==> src/rtl/fifo_axis_reader.sv <==
// Reads a synchronous FIFO (one-cycle read latency) and presents its words as an
// AXI4-Stream master, framed into BURST_LEN-beat packets via a 4-entry skid queue.
module fifo_axis_reader #(
  parameter int unsigned WIDTH     = 128,
  parameter int unsigned BURST_LEN = 16
) (
  input  logic             clk,
  input  logic             rst,
  input  logic             enable,
  input  logic             fifo_empty,
  output logic             fifo_rd_en,
  input  logic [WIDTH-1:0] fifo_rd_data,
  output logic             m_axis_tvalid,
  input  logic             m_axis_tready,
  output logic [WIDTH-1:0] m_axis_tdata,
  output logic             m_axis_tlast,
  output logic             busy,
  output logic [31:0]      beat_count,
  output logic [15:0]      pkt_count
);

  typedef enum logic [1:0] {
    IDLE     = 2'd0,
    STREAM   = 2'd1,
    STOPPING = 2'd2
  } state_e;

  localparam logic [15:0] LAST_IDX = 16'(BURST_LEN - 1);

  state_e           state_q, state_d;
  logic [WIDTH-1:0] buf_q [4];
  logic [1:0]       head_q, head_d;
  logic [1:0]       tail_q, tail_d;
  logic [2:0]       occ_q, occ_d;
  logic             inflight_q;
  logic [15:0]      iss_idx_q, iss_idx_d;
  logic [15:0]      snd_idx_q, snd_idx_d;
  logic [31:0]      beat_count_q, beat_count_d;
  logic [15:0]      pkt_count_q, pkt_count_d;

  logic             issue_ok_s;
  logic             rd_en_s;
  logic             push_s;
  logic             pop_s;
  logic             last_s;
  logic [2:0]       pending_s;

  // Next-state logic for the control FSM, queue pointers, beat indices and counters.
  always_comb begin
    push_s    = inflight_q;
    pop_s     = (occ_q != 3'd0) && m_axis_tready;
    last_s    = (snd_idx_q == LAST_IDX);
    pending_s = occ_q + {2'b00, inflight_q};

    // Reads are only issued while a packet can be completed: once enable drops,
    // only the remainder of the current packet is fetched.
    case (state_q)
      STREAM:   issue_ok_s = enable || (iss_idx_q != 16'd0);
      STOPPING: issue_ok_s = (iss_idx_q != 16'd0);
      default:  issue_ok_s = 1'b0;
    endcase

    rd_en_s = issue_ok_s && !fifo_empty && (pending_s <= 3'd2);

    case (state_q)
      IDLE: begin
        if (enable) begin
          state_d = STREAM;
        end else begin
          state_d = IDLE;
        end
      end
      STREAM: begin
        if (enable) begin
          state_d = STREAM;
        end else if (iss_idx_q != 16'd0) begin
          state_d = STOPPING;
        end else begin
          state_d = IDLE;
        end
      end
      STOPPING: begin
        if (iss_idx_q == 16'd0) begin
          state_d = IDLE;
        end else begin
          state_d = STOPPING;
        end
      end
      default: state_d = IDLE;
    endcase

    if (rd_en_s) begin
      iss_idx_d = (iss_idx_q == LAST_IDX) ? 16'd0 : iss_idx_q + 16'd1;
    end else begin
      iss_idx_d = iss_idx_q;
    end

    if (pop_s) begin
      snd_idx_d    = last_s ? 16'd0 : snd_idx_q + 16'd1;
      head_d       = head_q + 2'd1;
      beat_count_d = beat_count_q + 32'd1;
      pkt_count_d  = last_s ? pkt_count_q + 16'd1 : pkt_count_q;
    end else begin
      snd_idx_d    = snd_idx_q;
      head_d       = head_q;
      beat_count_d = beat_count_q;
      pkt_count_d  = pkt_count_q;
    end

    if (push_s) begin
      tail_d = tail_q + 2'd1;
    end else begin
      tail_d = tail_q;
    end

    case ({push_s, pop_s})
      2'b10:   occ_d = occ_q + 3'd1;
      2'b01:   occ_d = occ_q - 3'd1;
      default: occ_d = occ_q;
    endcase
  end

  // State, queue storage and counters; reset discards any buffered or in-flight word.
  always_ff @(posedge clk or negedge rst) begin
    if (!rst) begin
      state_q      <= IDLE;
      head_q       <= 2'd0;
      tail_q       <= 2'd0;
      occ_q        <= 3'd0;
      inflight_q   <= 1'b0;
      iss_idx_q    <= 16'd0;
      snd_idx_q    <= 16'd0;
      beat_count_q <= 32'd0;
      pkt_count_q  <= 16'd0;
      for (int i = 0; i < 4; i++) begin
        buf_q[i] <= '0;
      end
    end else begin
      state_q      <= state_d;
      head_q       <= head_d;
      tail_q       <= tail_d;
      occ_q        <= occ_d;
      inflight_q   <= rd_en_s;
      iss_idx_q    <= iss_idx_d;
      snd_idx_q    <= snd_idx_d;
      beat_count_q <= beat_count_d;
      pkt_count_q  <= pkt_count_d;
      if (push_s) begin
        buf_q[tail_q] <= fifo_rd_data;
      end
    end
  end

  // Stream outputs come straight from registered queue state, so they stay stable under stall.
  assign fifo_rd_en    = rd_en_s;
  assign m_axis_tvalid = (occ_q != 3'd0);
  assign m_axis_tdata  = buf_q[head_q];
  assign m_axis_tlast  = (occ_q != 3'd0) && last_s;
  assign busy          = (state_q != IDLE) || (occ_q != 3'd0) || inflight_q;
  assign beat_count    = beat_count_q;
  assign pkt_count     = pkt_count_q;

endmodule
==> config.mk <==
export PLATFORM = sky130hd
export DESIGN_NAME = fifo_axis_reader
export DESIGN_NICKNAME = d
export VERILOG_FILES = /design/src/rtl/fifo_axis_reader.sv
export SDC_FILE = /design/constraint.sdc
export NUM_CORES = 1
export LEC_CHECK = 0
export BUFFER_PORTS_ARGS = -buffer_cell sky130_fd_sc_hd__buf_2
export CORE_MARGIN = 2
export CORE_UTILIZATION = 43
export DETAILED_ROUTE_END_ITERATION = 10
export PLACE_DENSITY = 0.64
export SETUP_SLACK_MARGIN = 0.1
export SKIP_CTS_REPAIR_TIMING = 1
export SLEW_MARGIN = 40
export SYNTH_ARGS = -nofsm -noshare
export SYNTH_HDL_FRONTEND = slang
export SYNTH_SLANG_ARGS = --single-unit
==> constraint.sdc <==
create_clock -name clk -period 2.55 [get_ports clk]
set_input_delay 0.255 -clock clk [delete_from_list [all_inputs] [get_ports clk]]
set_output_delay 0.255 -clock clk [all_outputs]
set_load 0.02 [all_outputs]
==> results_dict.tcl, run 1 <==
set metrics [dict create \
    critPathMaxFanout 5 \
    max_clock_freq_mhz 399.5 \
    synth_xor_area_frac 0.02316 \
    portBuffers 312 \
    drcViolationCount 0 \
    slew_violations 0 \
    power_density_nw_per_um2 1203 \
    crit_family "compound AO/OA/AOI/OAI gates" \
    ff_latch_area_um2 15070 \
    num_io_pins 313 \
    path_clk_slew_ns 0.06 \
    path_depth 5 \
    drt-pass1-iter-count 4 \
    ys.flop_type "dfrtp_1" \
    clock_path_buffers 3 \
    synth_area_leaders "dfrtp_1 57%, mux2_2 22%, mux4_2 11%, buf_2 1.4%, xnor2_1 1.2%" \
    synth_seq_area_share 0.5691 \
    clockRootBuffer "clkbuf_16" \
    ir_drop_uv 770.4 \
    cts_tree "built" \
    cp-start-kind "flop" \
    use_met2 0.3118 \
    grt_busiest_layer "met2" \
    yosysMostFrequentCell "dfrtp_1" \
    syn_inst 1681 \
    met1_usage 0.2374 \
    die_h_um 252.1 \
    cts.sinks 602 \
    drive_gt1_frac 0.5208 \
    ys_types 45 \
    dieArea_um2 63560 \
    fin_util 0.5483 \
    ys_ff_latch 602 \
    r2r-start "occ_q[2]" \
    htreeDepth 3 \
    crit_slowest_cell "dfrtp_2" \
    ys_async_sr_fraction 1.000 \
    leakagePower_nw 14.66 \
    netlist.area_leader.share 0.5691 \
    grtUsageMet3 0.05129 \
    critPathCaptureType "output port" \
    vias_per_cell 5.350 \
    syn_area_um2 26470 \
    slew-limit-headroom 0.5161 \
    hold_viol 0 \
    multi_input_area_um2 10930 \
    synth.avg_cell_area_um2 15.75 \
    hold_class "in2reg" \
    synth_edf_count 0 \
    coreArea_um2 60580 \
    synth-compound-area-share 0.009548 \
    ys_warn_count 0 \
    cp.required_ns 2.30 \
    syn-num-nets 1831 \
    drt-total-wl_um 62290 \
    fillers 4867 \
    cp_common_cell "ha_4" \
    path_cells "ha_4, ha_4, a2111o_1, a31oi_4, buf_6" \
    die_x_um 252.1 \
    grt_max_degree 93 \
    cp.arrival_ns 2.25 \
    worstSetupPathType "reg2out" \
    cts_buffers 68 \
    hold_depth 4 \
    total_power_mw 39.96 \
    rsz0062_at_grt "yes" \
    tightest_slew_ns 0.7202 \
    timing.final.crit_share 0.9816 \
    ff2ff_path_depth 8 \
    grt_pass1_vias 16830 \
    ant_nets 0 \
    insertion_delay_ns 0.59 \
    antenna_found_initial 3 \
    gr-total-overflow 0 \
    globalplace.congestion 0.8533 \
    synth_largest_area_cell "dfrtp_1" \
    grt_first_pass_wirelength_um 93470 \
    grt.total_usage 0.1871 \
    crit_start "occ_q[0]" \
    synth_simple_gate_area_frac 0.03980 \
    drtIter0Drc 754 \
    setup_tns_ns 0 \
    crit_buf_inv 1 \
    run_status "finished, final reports clean" \
    place_hpwl_um 38120 \
    syn2layout_area_growth_pct 25.48 \
    finClkSkew_ns 0.01310 \
    hold_path.startpoint "m_axis_tready" \
    period_minus_slack_ns 2.503 \
    vias 16050 \
    crit_path_max_incr_delay_ns 0.46 \
    synthAdderAreaFrac 0.008319 \
    wl_per_cell_um 20.76 \
    initial_core_util 0.4369 \
    synthTopCellsByCount "602 x dfrtp_1, 512 x mux2_2, 128 x mux4_2" \
    std_cell_rows 90 \
    setup_violations 0 \
    synth_mux_area_frac 0.3286 \
    nets 2320 \
    maxCapViolCount 0 \
    synth_top_family_by_area "multiplexers" \
]
logic make-up after synthesis:
kind of cell    count (synthesis)
mux                           645
buf+inv                       125
xor+xnor                       70
fa+ha+maj                      17
simple gates                  189
compound gates                 33
flops                         602
cell type report:
class / count / share of cell area
clock inverter: 24 / 0.006667
inverter: 27 / 0.003051
tap: 782 / 0.02946
clock buffer: 92 / 0.05729
multi-input combinational: 954 / 0.3289
antenna: 2 / 0.0001507
sequential: 602 / 0.4538
timing repair buffer: 517 / 0.1206
metal layers:
| layer | routed length [um] | share of wire |
|---|---|---|
| met1 | 26950 | 0.43 |
| met2 | 30910 | 0.50 |
| met3 | 2839 | 0.046 |
| met4 | 1589 | 0.026 |
| met5 | 7 | 0.00011 |
layout by cell type (no fill, tap or decap), types with 27 or more instances in the layout:
| master | synthesis | routed |
|---|---|---|
| dfrtp_1 | 602 | 598 |
| mux2_2 | 512 | 512 |
| buf_2 | 76 | 310 |
| dlygate4sd3_1 | 0 | 130 |
| mux4_2 | 128 | 128 |
| clkbuf_16 | 0 | 76 |
| nand2_1 | 45 | 41 |
| xnor2_1 | 35 | 35 |
| xor2_1 | 35 | 34 |
| nand3_1 | 29 | 29 |
| buf_4 | 1 | 29 |
| buf_12 | 0 | 27 |
registers in the layout, summed over array words and instances, names as in the netlist:
name,count
inflight_q,1
beat_count,32
tail_q,2
iss_idx_q,16
snd_idx_q,16
pkt_count,16
head_q,2
state_q,2
buf_q,512
occ_q,3
worst min-delay path, delay by kind of cell:
kind | cells | cell delay [ns]
buffers and inverters | 2 | 0.31
xor gates and xnor gates | 1 | 0.08
AOI/OAI and AO/OA | 1 | 0.07
path summary, 6_finish.rpt:
path | slack, ns | to
worst max-delay path | 0.05 | fifo_rd_en
worst min-delay path | 0.18 | head_q[0]
worst max register to register | 0.43 | occ_q[2]
worst min register to register | 0.47 | beat_count[31]
max in group asynchronous | 1.40 | buf_q[430]
min in group asynchronous | 0.20 | pkt_count[8]
where the power goes:
part,total [mW],internal [mW],switching [mW]
registers,15.1,13.2,1.88
clock network,9.37,5.46,3.91
logic,15.5,8.11,7.38
total,40.0,26.8,13.2
per-stage QoR:
step / hold WS, ns / setup slack [ns] / instances / area, um2
2_1_floorplan: -0.04059 / 0.5547 / 1681 / 26470
3_3_place_gp: 0.2451 / 0.4749 / 2727 / 29320
3_5_place_dp: 0.2561 / 0.4392 / 2727 / 29320
4_1_cts: -0.3936 / -0.2161 / 2843 / 31440
5_1_grt: 0.1797 / -0.01975 / 3000 / 33220
6_report: 0.1761 / 0.04688 / 3000 / 33220
No activity file was read; power rests on OpenSTA's default activity.
==> run 2, diff against run 1 <==
- CELL_PAD_IN_SITES_DETAIL_PLACEMENT: not set -> 2
- CELL_PAD_IN_SITES_GLOBAL_PLACEMENT: not set -> 2
- CORE_UTILIZATION: 43 -> 42
- PLACE_DENSITY: 0.64 -> 0.81
==> results_dict.tcl, run 2 (synthesized netlist as in run 1, its figures left out) <==
set metrics [dict create \
    rsz0062_at_grt "yes" \
    leakagePower_nw 14.98 \
    htreeDepth 3 \
    ff2ff_path_depth 7 \
    maxCapViolCount 0 \
    grt_max_degree 89 \
    p_int_mw 28.64 \
    crit_path_max_incr_delay_ns 0.50 \
    cp.arrival_ns 2.43 \
    power.share.switching 0.3677 \
    fillers 5554 \
    total_power_mw 45.30 \
    fin_area_um2 34060 \
    crit_start "occ_q[0]" \
    final_cell_mix "597 x dfrtp_1, 512 x mux2_2, 246 x buf_2, 129 x dlygate4sd3_1, 128 x mux4_2" \
    cp_common_cell "ha_4" \
    worstSetupPathType "reg2out" \
    antenna_found_initial 5 \
    critPathCaptureType "output port" \
    syn2layout_area_growth_pct 28.68 \
    setup_tns_ns -0.1308 \
    wl_per_cell_um 32.57 \
    critPathMaxFanout 3 \
    globalplace.congestion 0.7999 \
    power_density_nw_per_um2 1330 \
    hold_depth 2 \
    vias 17464 \
    hold_viol 0 \
    cts_buffers 69 \
    clock_path_buffers 3 \
    std_cell_rows 92 \
    largest_reg_flops 512 \
    timing.hold.ws_ns 0.01913 \
    grt_first_pass_wirelength_um 123800 \
    layout_commonest_cell "dfrtp_1" \
    grt_pass1_vias 19449 \
    drive_gt1_frac 0.5257 \
    fin_util 0.5430 \
    dp_cells 2801 \
    num_io_pins 313 \
    r2r-start "occ_q[0]" \
    setup_violations 1 \
    largest_register "buf_q" \
    die_h_um 255.1 \
    hold_path.startpoint "fifo_rd_data[39]" \
    cp-start-kind "flop" \
    cp.required_ns 2.30 \
    regToRegSetupSlack_ns 0.36 \
    path_clk_slew_ns 0.06 \
    ant_nets 0 \
    portBuffers 312 \
    vias_per_cell 5.657 \
    dieArea_um2 65050 \
    run_status "finished, violations left" \
    die_x_um 255.1 \
    crit_slowest_cell "a2111o_1" \
    path_cells "ha_4, ha_4, xor2_4, a2111o_1, a31oi_4, buf_6" \
    ir_drop_uv 734.7 \
    place_hpwl_um 51000 \
    grt.total_usage 0.2514 \
    drt-total-wl_um 100500 \
    violations "negative setup slack" \
    nets 2333 \
    cts_tree "built" \
    initial_core_util 0.4220 \
    combPwrFrac 0.411 \
    p_seq_frac 0.356 \
    drcViolationCount 0 \
    crit_buf_inv 1 \
    worst_slack_ns -0.1308 \
    slew-limit-headroom 0.4622 \
    placed_area_um2 29460 \
    coreArea_um2 62740 \
    crit_family "compound AO/OA/AOI/OAI gates" \
    power.switching_mw 16.66 \
    drt-pass1-iter-count 5 \
    insertion_delay_ns 0.62 \
    dp_slack_ns 0.3889 \
    clock_power_share 0.233 \
    clockRootBuffer "clkbuf_16" \
    hold_class "in2reg" \
    tightest_slew_ns 0.8005 \
    slew_violations 0 \
    gr-total-overflow 0 \
    drtIter0Drc 875 \
    rr_endpoint "iss_idx_q[6]" \
    max_clock_freq_mhz 373.0 \
    finalNonFillerCells 3087 \
    hold_end "buf_q[39]" \
    cts.sinks 602 \
    timing.final.crit_share 1.051 \
    period_minus_slack_ns 2.681 \
    finClkSkew_ns 0.02603 \
]
[run 2: worst reg2reg max path, cell delays in order, from the launching register on]
cell and delay [ns]:
dfrtp_2 0.42, ha_4 0.17, ha_4 0.17, xor2_4 0.16
a2111o_1 0.50, buf_4 0.19, a211oi_1 0.29, o22ai_1 0.13
[run 2: layer usage]
layer | vias up | part of all wire | routed length (um) | GRT usage
li1 | 7230 | - | - | -
met1 | 9502 | 0.37 | 37180 | 0.2925
met2 | 494 | 0.54 | 54630 | 0.4635
met3 | 236 | 0.048 | 4785 | 0.05471
met4 | 2 | 0.039 | 3929 | 0.07268
met5 | - | 0.00014 | 14 | 0
[run 2: how the worst max path moves through the flow]
stage / endpoint / slack [ns] / cells past startpoint
after floorplan: iss_idx_q[0] / 0.55 / 5
after global placement: fifo_rd_en / 0.44 / 5
after detailed placement: iss_idx_q[0] / 0.39 / 6
after CTS: fifo_rd_en / -0.28 / 6
after global routing: fifo_rd_en / -0.18 / 6
final: fifo_rd_en / -0.13 / 6
[run 2: final cells by class]
type                            instances  area [um2]  share of cell area
Antenna cell                            4       10.01           0.0002938
Clock buffer                          103        2048             0.06013
Clock inverter                         22       261.5            0.007677
Inverter                               27       101.3            0.002975
Multi-Input combinational cell        954       10940              0.3213
Sequential cell                       602       15080              0.4426
Tap cell                              846        1059             0.03107
Timing Repair Buffer                  529        4564              0.1340
[run 2: power groups by stage]
stage                     clock network, mW  registers, mW  logic (mW)
after floorplan                           0           14.6        10.9
after global placement                    0           14.9        14.3
after detailed placement                  0           15.6        15.0
after CTS                              10.5           15.7        15.4
after global routing                   11.1           16.5        19.5
final                                  10.5           16.1        18.6
